### config.mk
export PLATFORM = sky130hd
export DESIGN_NAME = rom_arbiter
export DESIGN_NICKNAME = d
export VERILOG_FILES = /design/src/rtl/rom_arbiter.sv
export SDC_FILE = /design/constraint.sdc
export NUM_CORES = 1
export LEC_CHECK = 0
export ABC_CLOCK_PERIOD_IN_PS = 2400
export CORE_AREA = 2 2 171 173
export CTS_CLUSTER_DIAMETER = 40
export DETAILED_ROUTE_END_ITERATION = 6
export DIE_AREA = 0 0 173 175
export GPL_ROUTABILITY_DRIVEN = 0
export HOLD_SLACK_MARGIN = 0.06
export PLACE_DENSITY = 0.76
export SLEW_MARGIN = 20
export SYNTH_ARGS = -nofsm -noshare
export SYNTH_HDL_FRONTEND = slang
export SYNTH_SLANG_ARGS = --single-unit
### constraint.sdc
create_clock -name clk -period 2.4 [get_ports clk]
set_clock_uncertainty 0.2 [all_clocks]
set_input_delay 0.48 -clock clk [delete_from_list [all_inputs] [get_ports clk]]
set_output_delay 0.48 -clock clk [all_outputs]
set_load 0.01 [all_outputs]
### src/rtl/rom_arbiter.sv
// Two-requester round-robin arbiter in front of a single-port ROM.
// One read in flight; fixed ISSUE/CAPTURE/RESP sequence per transaction.
module rom_arbiter #(
  parameter int AW = 3,
  parameter int EXTRA = 4,
  localparam int DW = (2**EXTRA) * 8
) (
  input  logic             clk,
  input  logic             reset,
  input  logic             req0_valid,
  input  logic [AW:0]      req0_addr,
  input  logic [EXTRA-1:0] req0_extra,
  input  logic [AW:0]      cfg0_lower,
  input  logic [AW:0]      cfg0_upper,
  output logic             req0_ready,
  input  logic             req1_valid,
  input  logic [AW:0]      req1_addr,
  input  logic [EXTRA-1:0] req1_extra,
  input  logic [AW:0]      cfg1_lower,
  input  logic [AW:0]      cfg1_upper,
  output logic             req1_ready,
  output logic             rsp0_valid,
  output logic [DW-1:0]    rsp0_data,
  output logic             rsp0_error,
  output logic             rsp1_valid,
  output logic [DW-1:0]    rsp1_data,
  output logic             rsp1_error,
  output logic [AW:0]      mem_addr,
  output logic [EXTRA-1:0] mem_extra,
  output logic [AW:0]      mem_lower_bound,
  output logic [AW:0]      mem_upper_bound,
  input  logic [DW-1:0]    mem_data,
  input  logic             mem_error,
  output logic             busy
);

  typedef enum logic [1:0] {
    IDLE,
    ISSUE,
    CAPTURE,
    RESP
  } state_t;

  state_t           r_state;
  state_t           w_next;
  logic             r_last;
  logic             r_owner;
  logic [AW:0]      r_mem_addr;
  logic [EXTRA-1:0] r_mem_extra;
  logic [AW:0]      r_mem_lower;
  logic [AW:0]      r_mem_upper;
  logic [DW-1:0]    r_rsp0_data;
  logic             r_rsp0_err;
  logic [DW-1:0]    r_rsp1_data;
  logic             r_rsp1_err;

  logic             w_gnt_valid;
  logic             w_gnt;
  logic             w_acc;
  logic [AW:0]      w_sel_addr;
  logic [EXTRA-1:0] w_sel_extra;
  logic [AW:0]      w_sel_lower;
  logic [AW:0]      w_sel_upper;

  always_comb begin
    w_next      = r_state;
    w_gnt_valid = 1'b0;
    w_gnt       = 1'b0;
    unique case (r_state)
      IDLE: begin
        if (req0_valid && req1_valid) begin
          w_gnt_valid = 1'b1;
          w_gnt       = ~r_last;
        end else if (req0_valid) begin
          w_gnt_valid = 1'b1;
          w_gnt       = 1'b0;
        end else if (req1_valid) begin
          w_gnt_valid = 1'b1;
          w_gnt       = 1'b1;
        end
        if (w_gnt_valid) w_next = ISSUE;
      end
      ISSUE:   w_next = CAPTURE;
      CAPTURE: w_next = RESP;
      RESP:    w_next = IDLE;
      default: w_next = IDLE;
    endcase
  end

  // Reset masks handshakes so nothing is accepted or reported that cycle
  assign w_acc      = w_gnt_valid && !reset;
  assign req0_ready = w_acc && !w_gnt;
  assign req1_ready = w_acc && w_gnt;

  assign rsp0_valid = (r_state == RESP) && !r_owner && !reset;
  assign rsp1_valid = (r_state == RESP) && r_owner && !reset;
  assign busy       = (r_state != IDLE);

  assign w_sel_addr  = w_gnt ? req1_addr  : req0_addr;
  assign w_sel_extra = w_gnt ? req1_extra : req0_extra;
  assign w_sel_lower = w_gnt ? cfg1_lower : cfg0_lower;
  assign w_sel_upper = w_gnt ? cfg1_upper : cfg0_upper;

  always_ff @(posedge clk) begin
    if (reset) begin
      r_state     <= IDLE;
      r_last      <= 1'b1;
      r_owner     <= 1'b0;
      r_mem_addr  <= '0;
      r_mem_extra <= '0;
      r_mem_lower <= '0;
      r_mem_upper <= '1;
      r_rsp0_data <= '0;
      r_rsp0_err  <= 1'b0;
      r_rsp1_data <= '0;
      r_rsp1_err  <= 1'b0;
    end else begin
      r_state <= w_next;
      if (w_gnt_valid) begin
        r_last      <= w_gnt;
        r_owner     <= w_gnt;
        r_mem_addr  <= w_sel_addr;
        r_mem_extra <= w_sel_extra;
        r_mem_lower <= w_sel_lower;
        r_mem_upper <= w_sel_upper;
      end
      if (r_state == CAPTURE) begin
        if (r_owner) begin
          r_rsp1_data <= mem_data;
          r_rsp1_err  <= mem_error;
        end else begin
          r_rsp0_data <= mem_data;
          r_rsp0_err  <= mem_error;
        end
      end
    end
  end

  assign mem_addr        = r_mem_addr;
  assign mem_extra       = r_mem_extra;
  assign mem_lower_bound = r_mem_lower;
  assign mem_upper_bound = r_mem_upper;
  assign rsp0_data       = r_rsp0_data;
  assign rsp0_error      = r_rsp0_err;
  assign rsp1_data       = r_rsp1_data;
  assign rsp1_error      = r_rsp1_err;

endmodule

======== Word level (Yosys, flattened, before mapping) ========
Index checks and enable logic that the tools add are counted.
Widths: inputs -> output; s select.
cells by class
  equal/unequal tests ..................... 4
  muxes and demuxes ....................... 14
  reduce and logical (&&, ||, !) cells .... 15
  bitwise gates (word level) .............. 2
operators by type and width
  kind                number
  $mux 4              4
  $logic_and 1x1->1   8
  $mux 1              8
  $pmux 2 s4          1
  $eq 2x2->1 const B  2
  $reduce_and 2->1    2
  $logic_not 1->1     3
  $eq 2x1->1 const B  1
  $logic_not 2->1     1
  $mux 2              1
  $ne 2x1->1 const B  1
  $not 1->1           2
  $reduce_bool 2->1   1
word-level totals
  logic and storage cells ................. 46
  register bits ........................... 278
  input port bits ......................... 165
  output and inout bits ................... 279

======== Logic depth before layout (Yosys ltp) ========
  depth after elaboration ................. 7
  depth in mapped cells ................... 7
  depth with buffers taken out ............ 5

======== Worst setup path before layout ========
Ideal clock, no wire load.
  kind .................................... flip-flop to output port
  start point ............................. register r_state[0]
  end point ............................... output req0_ready
  buffers on the path ..................... 1
  path slack .............................. 0.383 ns
  cell stages (with the launch flop) ...... 7
  required time ........................... 1.720 ns
  data arrival time ....................... 1.337 ns
  cell sequence ........................... dfxtp_1 > inv_1 > ha_1 > nand2_2 > clkbuf_1 > nor2_1 > nor3_1
between the ends
  longest elaborated chain between the ends .. 4
  elaborated cells between the ends (all ways) .. 6
  those cells by class .................... mux: 2; reduce/logical: 4
RTL lines
  what                                                  line    RTL
  from (decl)                                           44      state_t r_state;
  from (signal assigned)                                118     r_state <= w_next;
  $logic_not 2->1 (*)                                   69      unique case (r_state)
  $mux 1                                                69
  $logic_and 1x1->1 or $logic_not 1->1 (tied branches)  91, 92
  $logic_and 1x1->1 (*)                                 92      assign req0_ready = w_acc && !w_gnt;
  to (decl)                                             15      output logic req0_ready,
Mark *: on every way between the ends. The rest lies on a longest branch, timed or not.

======== Worst setup path after layout ========
  start point ............................. register r_state[1]
  end point ............................... output rsp1_valid
between the ends
  longest elaborated chain between the ends .. 3
RTL lines
  what                            line  RTL
  $eq 2x2->1                      96    assign rsp1_valid = (r_state == RESP) && r_owner && !reset;
  $logic_and 1x1->1 (2 in a row)  96
  to (decl)                       25    output logic rsp1_valid,
No other way between the ends.

==> summary.md <==
| Metric | Value |
|---|---|
| Status | `complete, no violations` |
| Placed instance area | `14700 sq um` |
| Die X | `173 um` |
| Design area | `16200 sq um` |
| First-pass GRT wire length | `52300 um` |
| Leak pwr | `5.55 nW` |
| Cell Area, Synth | `9880 sq um` |
| Largest area contributor in the netlist | `dfxtp_1` |
| Power Total | `16.3 mW` |
| CP cell instances | `buf_4, ha_1, and3b_1, dlygate4sd2_1` |
| CP Launch Point | `r_state[1]` |
| Syn avg cell area | `7.95 sq um` |
| Final wirelength | `33700 um` |
| Worst Setup End Kind | `output pin` |
| Number of global-route vias before repair | `10000` |
| CP Max Fanout | `3` |
| Total CTS buffers | `41` |
| Die ar. | `30300 sq um` |
| Clock transition at path regs | `60 ps` |
| H-tree levels | `2` |
| Die height | `175 um` |
| Cell with the largest stage delay on the worst path | `dfxtp_1` |
| Drt via density | `4.84` |
| Critical path endpoint | `rsp1_valid` |
| Fin. max-slew vios | `0` |
| Nets | `1823` |
| Slew @ Worst Pin | `700 ps` |
| TritonCTS clock tree | `done` |
| IO Port Bufs | `443` |
| Final worst path period share | `95.8%` |
| Post-Synth Adder-Cell Area | `0.380%` |
| # rows | `62` |
| Synth Warn # | `0` |
| HP Class | `in2reg` |
| Maximum VDD drop | `0.000881 V` |
| Sink Count | `278` |
| Hold WS | `165 ps` |
| Non-Filler Instances | `2072` |
| DRC | `0` |
| Area delta synth->final | `63.8%` |
| Max clock buf depth | `3` |
| Net Count, Synth | `1410` |
| Global route overflow | `0` |
| Largest net degree at the start of global routing | `144` |
| Worst-Skew Late Latency | `500 ps` |
| Seq/Total Area, Yosys | `56.3%` |
| Initial Utilization | `34.8%` |
| Critical path data arrival time | `1620 ps` |
| GRT Total Usage | `21.1%` |
| RSZ-0062 raised after global routing | `false` |
| Mapped Cells | `1242` |
| Reg-to-Reg Start | `r_state[1]` |
| Vias | `10000` |
| Post-DP HPWL | `22700 um` |
| Relative slew slack | `53.3%` |
| Largest family of logic cells by synthesized area | `simple AND/OR/NAND/NOR gates` |
| Initial drt markers | `525` |
| Fin. Hold Viols | `0` |
| Top area cells in the synthesized netlist | `dfxtp_1 56%, nand2_1 20%, a21oi_1 13%` |
| Max_cap viols | `0` |
| WL per Instance | `16.3 um` |
| Power density cells | `1010 nW/um^2` |
| Setup CP Type | `reg2out` |
| Yosys cell types | `29` |
| CP max stage delay | `310 ps` |
| Antenna viol nets, final | `0` |
| Pre-Repair DR Iteration Count | `5` |
| Register bit total from synthesis | `278` |
| FMAX | `435 MHz` |
| Share of post-route cells with drive strength above 1 | `6.76%` |
| Post-synthesis mux area share | `0.101%` |
| Root buffer cell | `clkbuf_16` |
| Final setup fails | `0` |
| Min cycle time layout | `2300 ps` |
| IO Pins | `444` |
| Antenna violations before repair | `2` |
| Post-Synth XOR/XNOR Area | `0%` |
| Compound-Gate Fraction of Synth Area | `16.1%` |
| Core area | `28400 sq um` |
| Sequential cell area | `5570 sq um` |
| Dpl cells | `1995` |
| Fin util | `57.0%` |
| Simple-gate share of the synthesized area | `22.7%` |
| Critical path required time | `1720 ps` |
| FF-to-FF setup slack | `450 ps` |
| Reg-to-reg endpoint | `rsp0_data[30]` |
| Footprint of the multi-input gates | `3930 sq um` |
| Area share of the largest cell type after synthesis | `56.3%` |
| # fillers | `2517` |
| R2R cell count | `6` |
| CP Launch Type | `flip-flop` |
==> kinds of logic after synthesis <==
family          after synthesis
simple gates                566
compound gates              295
flops                       278
buf+inv                      99
fa+ha+maj                     3
mux                           1
==> sequential cells by signal, summed over array words and instances (netlist names) <==
register / count
r_state: 2
mem_extra: 4
rsp1_error: 1
rsp0_data: 128
mem_lower_bound: 4
rsp1_data: 128
r_owner: 1
r_last: 1
mem_addr: 4
mem_upper_bound: 4
rsp0_error: 1
==> synthesized netlist by cell type <==
master / instances
a211o_1: 1
a211oi_1: 1
a21oi_1: 259
a311oi_1: 4
a311oi_2: 8
a31oi_1: 4
and2_1: 1
and2_4: 1
and3b_1: 1
buf_1: 3
buf_2: 46
buf_6: 1
clkbuf_1: 46
dfxtp_1: 278
ha_1: 3
inv_1: 3
mux2i_1: 1
nand2_1: 518
nand2_2: 1
nand2b_1: 1
nor2_1: 17
nor2b_1: 1
nor3_1: 6
nor3b_1: 2
o21a_1: 1
o21ai_0: 9
o21ai_1: 8
or2_1: 1
or3b_1: 16
==> worst min path at each step <==
stage | cells past startpoint | slack (ps) | startpoint | endpoint
finish | 3 | 160 | reset | mem_upper_bound[0]
floorplan | 1 | 240 | r_last | r_last
CTS | 3 | 150 | reset | mem_upper_bound[0]
detailed placement | 2 | 250 | rsp1_data[84] | rsp1_data[84]
global placement | 2 | 240 | rsp0_data[123] | rsp0_data[123]
global route | 3 | 160 | reset | mem_upper_bound[0]
==> what timing repair did <==
action                     CTS  global route
resized for setup           14             5
buffers inserted             0             0
pin swaps                    1             0
gates cloned                 0             0
hold endpoints to repair     2             0
hold buffers                 1             0
setup endpoints to repair    5             1
==> stage by stage <==
stage	TNS (ps)	worst slack, ps
after CTS	0	9.25
after global routing	0	11.9
after detailed placement	-501	-279
final	0	100
after global placement	-546	-286
after floorplan	0	383
==> cell usage in the layout (no fill, tap or decap), drive strengths merged <==
cell and instances:
nor2 17, buf 24, nor2b 1, and2 2
a211o 1, a311oi 12, mux2i 1, nor3b 2
ha 3, nor3 6, diode 1, nand2 519
dlygate4sd3 1, a21oi 259, a31oi 4, clkdlybuf4s50 437
dlygate4sd2 3, clkbuf 50, a211oi 1, dfxtp 278
o21ai 17, o21a 1, nand2b 1, or2 1
clkinv 6, or3b 16, clkinvlp 4, and3b 1
bufinv 6, inv 13
==> critical path, delay by kind of cell, from the launching register on <==
kind | cells | cell delay (ps)
adders and majority gates | 1 | 200
DFF | 1 | 310
buffers and inverters | 2 | 440
and+or+nand+nor | 1 | 170
==> per-layer routing <==
layer | vias up | global-route usage [%] | wire length (um)
li1 | 4877 | - | -
met3 | 88 | 7.44 | 3240
met5 | - | 0 | 13
met4 | 2 | 9.29 | 1360
met2 | 436 | 35.9 | 16100
met1 | 4627 | 23.8 | 13000
==> where the power goes <==
group | switching [mW] | internal [mW] | total [mW]
clock network | 2.27 | 4.02 | 6.29
logic | 2.32 | 2.08 | 4.40
registers | 0.341 | 5.27 | 5.61
total | 4.93 | 11.4 | 16.3
==> area by class of cell <==
cell class,instances,area share [%]
Clock buffer,49,6.85
Tap cell,384,2.97
Clock inverter,26,2.17
Inverter,3,0.0696
Antenna cell,1,0.0155
Timing Repair Buffer,466,29.3
Sequential cell,278,34.4
Multi-Input combinational cell,865,24.3
Note: power is estimated with default switching activity, not from simulation.
